`src/rtl/debug_trace_arbiter.sv`:
```
// Merges the two retire lanes into one in-order trace stream through a FIFO.
// Optional DEBUG_TRACE_PERF_EN adds retired-instruction and run-cycle counters.
module debug_trace_arbiter #(
   parameter  int DEPTH = 8,
   localparam int PTR_W = $clog2(DEPTH)
) (
   input  logic             soc_clk,
   input  logic             resetn,
   input  logic             trace_en,
   input  logic             end_req,
   input  logic             in1_valid,
   input  logic [31:0]      in1_pc,
   input  logic [4:0]       in1_dest,
   input  logic [3:0]       in1_wstrb,
   input  logic [31:0]      in1_wdata,
   input  logic             in2_valid,
   input  logic [31:0]      in2_pc,
   input  logic [4:0]       in2_dest,
   input  logic [3:0]       in2_wstrb,
   input  logic [31:0]      in2_wdata,
   output logic             out_valid,
   input  logic             out_ready,
   output logic [31:0]      out_pc,
   output logic [4:0]       out_dest,
   output logic [3:0]       out_wstrb,
   output logic [31:0]      out_wdata,
   output logic             out_lane,
   output logic [PTR_W:0]   occupancy,
   output logic             overflow,
`ifdef DEBUG_TRACE_PERF_EN
   output logic [31:0]      perf_inst_count,
   output logic [31:0]      perf_cycle_count,
`endif
   output logic             done
);

   typedef struct packed {
      logic [31:0] pc;
      logic [4:0]  dest;
      logic [3:0]  wstrb;
      logic [31:0] wdata;
      logic        lane;
   } rec_t;

   typedef enum logic [1:0] {RUN, DRAIN, DONE} state_t;

   localparam logic [PTR_W:0] FULL = (PTR_W+1)'(DEPTH);
   localparam logic [PTR_W:0] ONE  = (PTR_W+1)'(1);

   function automatic logic [31:0] mask_wdata(input logic [31:0] w,
                                              input logic [3:0]  s);
      logic [31:0] m;
      m = '0;
      for (int i = 0; i < 4; i++) m[8*i +: 8] = w[8*i +: 8] & {8{s[i]}};
      return m;
   endfunction

   rec_t             mem_q [DEPTH];
   rec_t             mem_d [DEPTH];
   logic [PTR_W-1:0] wr_ptr_q, wr_ptr_d;
   logic [PTR_W-1:0] rd_ptr_q, rd_ptr_d;
   logic [PTR_W:0]   occ_q, occ_d;
   logic             overflow_q, overflow_d;
   state_t           state_q, state_d;

   logic             run, q1, q2, wr1, wr2, deq, head_valid;
   logic [PTR_W:0]   free;
   logic [1:0]       enq_cnt;
   rec_t             rec1, rec2, head;

`ifdef DEBUG_TRACE_PERF_EN
   logic [31:0]      perf_inst_q, perf_inst_d;
   logic [31:0]      perf_cyc_q, perf_cyc_d;
`endif

   always_comb begin
      state_d = state_q;
      unique case (state_q)
         RUN:     if (end_req) state_d = DRAIN;
         DRAIN:   if (occ_q == '0) state_d = DONE;
         DONE:    state_d = DONE;
         default: state_d = RUN;
      endcase
   end

   always_comb begin
      run  = (state_q == RUN);
      q1   = in1_valid && (in1_wstrb != '0) && (in1_dest != '0) && trace_en && run;
      q2   = in2_valid && (in2_wstrb != '0) && (in2_dest != '0) && trace_en && run;
      // Room is judged on the pre-dequeue count only.
      free = FULL - occ_q;
      wr1  = q1 && (free != '0);
      wr2  = q2 && (q1 ? (free > ONE) : (free != '0));

      rec1 = '{pc: in1_pc, dest: in1_dest, wstrb: in1_wstrb,
               wdata: mask_wdata(in1_wdata, in1_wstrb), lane: 1'b0};
      rec2 = '{pc: in2_pc, dest: in2_dest, wstrb: in2_wstrb,
               wdata: mask_wdata(in2_wdata, in2_wstrb), lane: 1'b1};

      mem_d = mem_q;
      if (wr1) mem_d[wr_ptr_q] = rec1;
      if (wr2) mem_d[wr_ptr_q + PTR_W'(wr1)] = rec2;

      enq_cnt    = {1'b0, wr1} + {1'b0, wr2};
      head_valid = (occ_q != '0) && (state_q != DONE);
      deq        = head_valid && out_ready;

      wr_ptr_d   = wr_ptr_q + PTR_W'(enq_cnt);
      rd_ptr_d   = rd_ptr_q + PTR_W'(deq);
      occ_d      = occ_q + (PTR_W+1)'(enq_cnt) - (PTR_W+1)'(deq);
      overflow_d = overflow_q || (q1 && !wr1) || (q2 && !wr2);

      head = head_valid ? mem_q[rd_ptr_q] : '0;
   end

`ifdef DEBUG_TRACE_PERF_EN
   always_comb begin
      perf_inst_d = perf_inst_q;
      perf_cyc_d  = perf_cyc_q;
      if (state_q == RUN) begin
         perf_inst_d = perf_inst_q + 32'(in1_valid) + 32'(in2_valid);
         perf_cyc_d  = perf_cyc_q + 32'd1;
      end
   end
`endif

   always_ff @(posedge soc_clk) begin
      if (!resetn) begin
         for (int i = 0; i < DEPTH; i++) mem_q[i] <= '0;
         wr_ptr_q   <= '0;
         rd_ptr_q   <= '0;
         occ_q      <= '0;
         overflow_q <= 1'b0;
         state_q    <= RUN;
`ifdef DEBUG_TRACE_PERF_EN
         perf_inst_q <= '0;
         perf_cyc_q  <= '0;
`endif
      end else begin
         mem_q      <= mem_d;
         wr_ptr_q   <= wr_ptr_d;
         rd_ptr_q   <= rd_ptr_d;
         occ_q      <= occ_d;
         overflow_q <= overflow_d;
         state_q    <= state_d;
`ifdef DEBUG_TRACE_PERF_EN
         perf_inst_q <= perf_inst_d;
         perf_cyc_q  <= perf_cyc_d;
`endif
      end
   end

   assign out_valid = head_valid;
   assign out_pc    = head.pc;
   assign out_dest  = head.dest;
   assign out_wstrb = head.wstrb;
   assign out_wdata = head.wdata;
   assign out_lane  = head.lane;
   assign occupancy = occ_q;
   assign overflow  = overflow_q;
   assign done      = (state_q == DONE);
`ifdef DEBUG_TRACE_PERF_EN
   assign perf_inst_count  = perf_inst_q;
   assign perf_cycle_count = perf_cyc_q;
`endif

endmodule

```
`config.mk`:
```
export PLATFORM = sky130hd
export DESIGN_NAME = debug_trace_arbiter
export DESIGN_NICKNAME = d
export VERILOG_FILES = /design/src/rtl/debug_trace_arbiter.sv
export SDC_FILE = /design/constraint.sdc
export NUM_CORES = 2
export LEC_CHECK = 0
export BUFFER_PORTS_ARGS = -buffer_cell sky130_fd_sc_hd__buf_2
export CAP_MARGIN = 20
export CELL_PAD_IN_SITES_DETAIL_PLACEMENT = 1
export CELL_PAD_IN_SITES_GLOBAL_PLACEMENT = 2
export CORE_MARGIN = 1.5
export CORE_UTILIZATION = 40
export CTS_CLUSTER_SIZE = 10
export DETAILED_ROUTE_END_ITERATION = 6
export GPL_ROUTABILITY_DRIVEN = 0
export GPL_TIMING_DRIVEN = 0
export PLACE_DENSITY_LB_ADDON = 0.1
export SKIP_CTS_REPAIR_TIMING = 1
export SLEW_MARGIN = 20
export SYNTH_ARGS = -nofsm -noshare
export SYNTH_HDL_FRONTEND = slang
export SYNTH_SLANG_ARGS = --single-unit
export TNS_END_PERCENT = 100
```
`constraint.sdc`:
```
create_clock -name soc_clk -period 10.1 [get_ports soc_clk]
set_clock_uncertainty 0.15 [all_clocks]
set_input_delay 2.02 -clock soc_clk [delete_from_list [all_inputs] [get_ports soc_clk]]
set_output_delay 2.02 -clock soc_clk [all_outputs]
set_load 0.005 [all_outputs]
```
Yosys cells after proc, flatten, opt, wreduce, memory -nomap -nowiden --
Index checks and enable logic that the tools add are counted.
Operators by class: add/sub/neg operators 7, multiplexer cells 16, equal/unequal tests 5, bitwise gates (word level) 11, $lt $le $gt $ge 6, reductions and logical operators 29
Operators by type and width (number):
- bitwise mux 592 bit | 2
- 2-to-1 mux 592 bit | 2
- demux 74 bit (select 3 bit) | 2
- 2-to-1 mux 74 bit | 5
- binary-select mux 74 bit (select 3 bit) | 1
- AND 8 bit | 8
- logical AND 1 bit | 16
- nonzero test 4 bit | 4
- >= comparator 4 bit (second input constant) | 3
- inverter 3 -> 4 bit | 3
- nonzero test 5 bit | 2
- less-than comparator 4 x 1 -> 1 bit (second input constant) | 2
- adder 3 x 1 -> 3 bit | 2
- != test 2 bit (second input constant) | 3
- case mux 2 bit (3 select lines) | 1
- adder 4 x 2 -> 4 bit | 1
- > comparator 4 x 1 -> 1 bit (second input constant) | 1
- logical NOT 4 bit | 1
- 2-to-1 mux 2 bit | 2
- subtractor 4 x 1 -> 4 bit | 1
- subtractor 4 bit (first input constant) | 1
- adder 3 x 2 -> 3 bit | 1
- adder 1 x 1 -> 2 bit | 1
- equality test 2 x 1 -> 1 bit (second input constant) | 1
- other kinds (6) | 8
Word-level totals: bits in registers 605, output and inout bits 81, input bits 153

Longest topological paths before layout --
depth after elaboration 14, gate-level depth with buffers 15, depth with buffers taken out 15

Least setup slack after synthesis --
OpenSTA, ideal clock, no wires.
path type in2reg, start input port in1_dest[2], end register mem_q[224] in the netlist's numbering, path buffers 3, stages 11, setup slack 5.106 ns, library setup time 0.136 ns, arrival 4.707 ns, data required time 9.814 ns, cell sequence buf_2 or4_4 o2111ai_4 inv_4 ha_1 ha_1 or3_1 clkbuf_1 clkbuf_1 o31ai_1 a31oi_1
Between the ends: word-level cells in the longest chain between the ends 13, elaborated cells on any way between the ends 17
Ends and longest elaborated chain:
- from (decl) | line 13 | input logic [4:0] in1_dest,
- nonzero test 5 bit (*) | line 88 | q1 = in1_valid && (in1_wstrb != '0) && (in1_dest != '0) && trace_en && run;
- logical AND 1 bit (*) (3 in series) | line 88
- logical AND 1 bit | line 92 | wr1 = q1 && (free != '0);
- adder 3 x 1 -> 3 bit | line 102 | if (wr2) mem_d[wr_ptr_q + PTR_W'(wr1)] = rec2;
- inverter 3 -> 4 bit (not written as such) | line 102
- >= comparator 4 bit (not written as such) or less-than comparator 4 x 1 -> 1 bit (tied branches) | line 102
- logical AND 1 bit (not written as such) | line 102
- 2-to-1 mux 74 bit (not written as such) | line 102
- demux 74 bit (select 3 bit) | line 102
- bitwise mux 592 bit | line 102
- 2-to-1 mux 592 bit (*) | line 102
- to (signal assigned) | line 140 | mem_q <= mem_d;
- to (decl) | line 58 | rec_t mem_q [DEPTH];
Mark *: on every way between the ends. The rest lies on a longest branch, timed or not. A chain may end at the register's enable or synchronous reset.

Worst setup path in the final report --
start input port in1_wstrb[0], end register mem_q[104] in the netlist's numbering
Between the ends: word-level cells in the longest chain between the ends 14, elaborated cells on any way between the ends 18
Ends and longest elaborated chain:
- from (decl) | line 14 | input logic [3:0] in1_wstrb,
- nonzero test 4 bit (*) | line 88
- logical AND 1 bit (*) (4 in series) | line 88
- logical AND 1 bit | line 92
- adder 3 x 1 -> 3 bit | line 102
- inverter 3 -> 4 bit (not written as such) | line 102
- >= comparator 4 bit (not written as such) or less-than comparator 4 x 1 -> 1 bit (tied branches) | line 102
- logical AND 1 bit (not written as such) | line 102
- 2-to-1 mux 74 bit (not written as such) | line 102
- demux 74 bit (select 3 bit) | line 102
- bitwise mux 592 bit | line 102
- 2-to-1 mux 592 bit (*) | line 102
Marked as above.

==> metrics.txt <==
Starting Density=40.4%; mux cell area share after synthesis=12.3%; cells after synthesis=4,013; final hold vios=0; P_int=4930 µW; largest family of logic cells by synthesized area=compound AO/OA/AOI/OAI gates; Final WS setup=3.94 ns; Num CTS Buffers=76; Clock Power Share=31.7%; total die area=84,800 µm²; drt pass-1 iters=5; count of state elements after synthesis=605; RSZ-0062 raised after global routing=false; total of warnings raised by yosys=0; Cell Pwr Density=223 nW/µm²; syn_area_per_cell=8.27 µm²; worst-margin pin slew=1.26 ns; post-route ant nets=0; WP data required=10.50 ns; Clock Path Buffers=3; sequential-to-total area share from yosys stat=36.5%; Finish-stage setup viols=0; CP max stage cell=clkbuf_1; number of flops mapped to enable cells by yosys=0; Worst slew margin=16.0%; # H-tree levels=3; Area growth, synth to finish=13.0%; Synth Net Count=4,184; Setup CP Type=primary input to register; Detailed Route WL=172,000 µm; Std-Cell Rows=105; Slew Viols, Final=0; Die X=291 µm; total track usage=39.6%; fmax=162 MHz; routed via count=35,200; max-cap viol count=0; CP startpoint kind=primary input; DRC errors left=0; Clk pin slew, worst setup/hold paths=0.06 ns; mean routed wirelength per cell=32.2 µm; status=finished clean; Final Critical Period=6.16 ns; hold slack final=0.318 ns; clock sinks=605; post-synthesis compound-gate area fraction=25.0%; global-route wire length before repair=249,000 µm; crit-path most repeated cell=clkbuf_1; CP Max Fanout=10; critical path arrival=6.56 ns; Synth cell types=45; Nets=4,388; Synth Area in Simple Gates=17.0%; combinational fraction of design power=35.9%; total gr overflow=0; synthesized cell area=33,200 µm²; Initial DRC Count=3,588; largest net degree at the start of global routing=11; worst skew pair latency=0.64 ns; Tightest Hold Check Type=register to register; TNS Setup=0 ns; port bufs=124; Post-synth top flop=dfxtp_1; Tcrit/Tclk final=61.0%; I/O pin total=234; maximum vdd drop=0.000107 V; critical-path cell list=clkbuf_1, or4_1, o2111ai_4, inv_4, ha_1, ha_1, nand2_1, clkbuf_1, clkbuf_1, o31ai_1, a31oi_1; Die Y=291 µm; Via density=6.60; Setup WS pre-CTS=3.50 ns; Post-synth ARST share=0%; Setup crit end kind=register; Synth Area in XOR/XNOR=0.158%; Core ar.=82,100 µm²; vias in the first global route=35,700; antenna violations before repair=10; Sw Ratio=41.1%; ratio of cells with drive above 1 in the final layout=13.9%; Synth Area in Adders=0.723%; Leak Pwr=0.0115 µW; Sw Pwr=3430 µW; post-DP HPWL=120,000 µm; CTS tree=yes; crit-path max cell delay=0.92 ns; Reg power frac=32.3%; fillers=9,927; CTS root buf=clkbuf_16
==> registers in the layout, summed over array words and instances (netlist names) <==
| signal | count |
|---|---|
| mem_q | 592 |
| rd_ptr_q | 3 |
| state_q | 2 |
| wr_ptr_q | 3 |
| overflow | 1 |
| occupancy | 4 |
==> critical path: cells and delay by family <==
kind	cells	cell delay, ns
compound gates	3	0.69
fa+ha+maj	2	0.55
buf+inv	4	2.34
simple gates	2	0.96
==> metrics by stage <==
step / cells / area (µm²) / power, µW / utilization [%]
final: 5336 / 37500 / 8360 / 45.7
after global routing: 5333 / 37500 / 8590 / 45.7
after CTS: 5331 / 37500 / 8260 / 45.7
after detailed placement: 5208 / 35200 / 5650 / 42.9
after global placement: 5207 / 35200 / 5620 / 42.8
after floorplan: 4013 / 33200 / 4400 / -
==> power by group through the flow <==
stage / registers [µW] / clock network [µW] / logic, µW
6_report: 2700 / 2650 / 3000
5_1_grt: 2720 / 2740 / 3130
2_1_floorplan: 2700 / 0 / 1700
3_5_place_dp: 2750 / 0 / 2910
4_1_cts: 2700 / 2650 / 2920
3_3_place_gp: 2740 / 0 / 2870
==> synth_stat cells, drive strengths merged (2+ instances only) <==
master  instances  area share [%]
o31ai         584              13
nand2b          3           0.057
a31oi         584              11
or3             5           0.094
inv            14            0.17
mux4          148              10
nand3         254             3.9
fa              2            0.12
nand2         931              11
a21boi          8            0.18
buf           347             5.2
xnor2           2           0.053
or4             2           0.057
and2           44            0.83
clkbuf        263             3.0
and3            6            0.11
mux2i          76             2.3
nor3            5            0.14
nor2b           6            0.11
xor2            4            0.11
a21oi           2           0.030
o211ai          3            0.19
ha             16            0.60
or2            10            0.19
dfxtp         605              36
nor2           79            0.89
==> placed cells by master (no fill, tap or decap), types with 3 or more instances in the layout <==
| cell type | count |
|---|---|
| mux2i_1 | 76 |
| o211ai_4 | 3 |
| nand3_1 | 250 |
| mux4_2 | 148 |
| clkbuf_1 | 279 |
| nand2_1 | 931 |
| clkbuf_8 | 15 |
| buf_6 | 23 |
| a31oi_2 | 10 |
| or2_1 | 8 |
| buf_1 | 163 |
| o31ai_1 | 584 |
| and3_1 | 6 |
| clkbuf_2 | 18 |
| buf_4 | 24 |
| inv_1 | 13 |
| diode_2 | 4 |
| xor2_1 | 4 |
| nand2b_1 | 3 |
| or3_1 | 5 |
| ha_1 | 16 |
| nor2b_1 | 6 |
| clkbuf_16 | 78 |
| clkinv_2 | 3 |
| dfxtp_1 | 605 |
| a31oi_1 | 574 |
| nor2_1 | 79 |
| buf_2 | 254 |
| and2_1 | 44 |
| a21boi_0 | 8 |
| nand3_2 | 4 |
| nor3_4 | 4 |
==> path summary, 6_finish.rpt <==
| check | startpoint | end | slack, ns | cells after the start |
|---|---|---|---|---|
| hold reg to reg | mem_q[112] | mem_q[112] | 0.32 | 2 |
| setup / recovery | in1_wstrb[0] | mem_q[104] | 3.94 | 11 |
| hold / removal | mem_q[112] | mem_q[112] | 0.32 | 2 |
| setup reg to reg | state_q[0] | mem_q[104] | 5.19 | 12 |
==> cell families after synthesis <==
family          Yosys count
buf+inv                 624
mux                     224
flops                   605
xor+xnor                  6
compound gates         1186
fa+ha+maj                18
simple gates           1350
==> layout make-up <==
class / count / area, µm² / area share (%)
Antenna cell: 4 / 10.0 / 0.0267
Buffer: 610 / 2730 / 7.27
Clock buffer: 119 / 2260 / 6.01
Clock inverter: 4 / 31.3 / 0.0833
Inverter: 14 / 55.1 / 0.147
Multi-Input combinational cell: 2784 / 18400 / 48.9
Sequential cell: 605 / 12100 / 32.3
Tap cell: 1070 / 1340 / 3.57
Timing Repair Buffer: 126 / 647 / 1.72
==> layer usage <==
| metal | global-route usage, % | routed length, µm | vias up |
|---|---|---|---|
| met4 | 22.5 | 10600 | 12 |
| li1 | - | - | 15200 |
| met3 | 9.11 | 15500 | 503 |
| met1 | 49.5 | 67900 | 17600 |
| met2 | 62.8 | 77600 | 1963 |
| met5 | 0 | 85 | - |
Power figures use the tool's default switching activity.
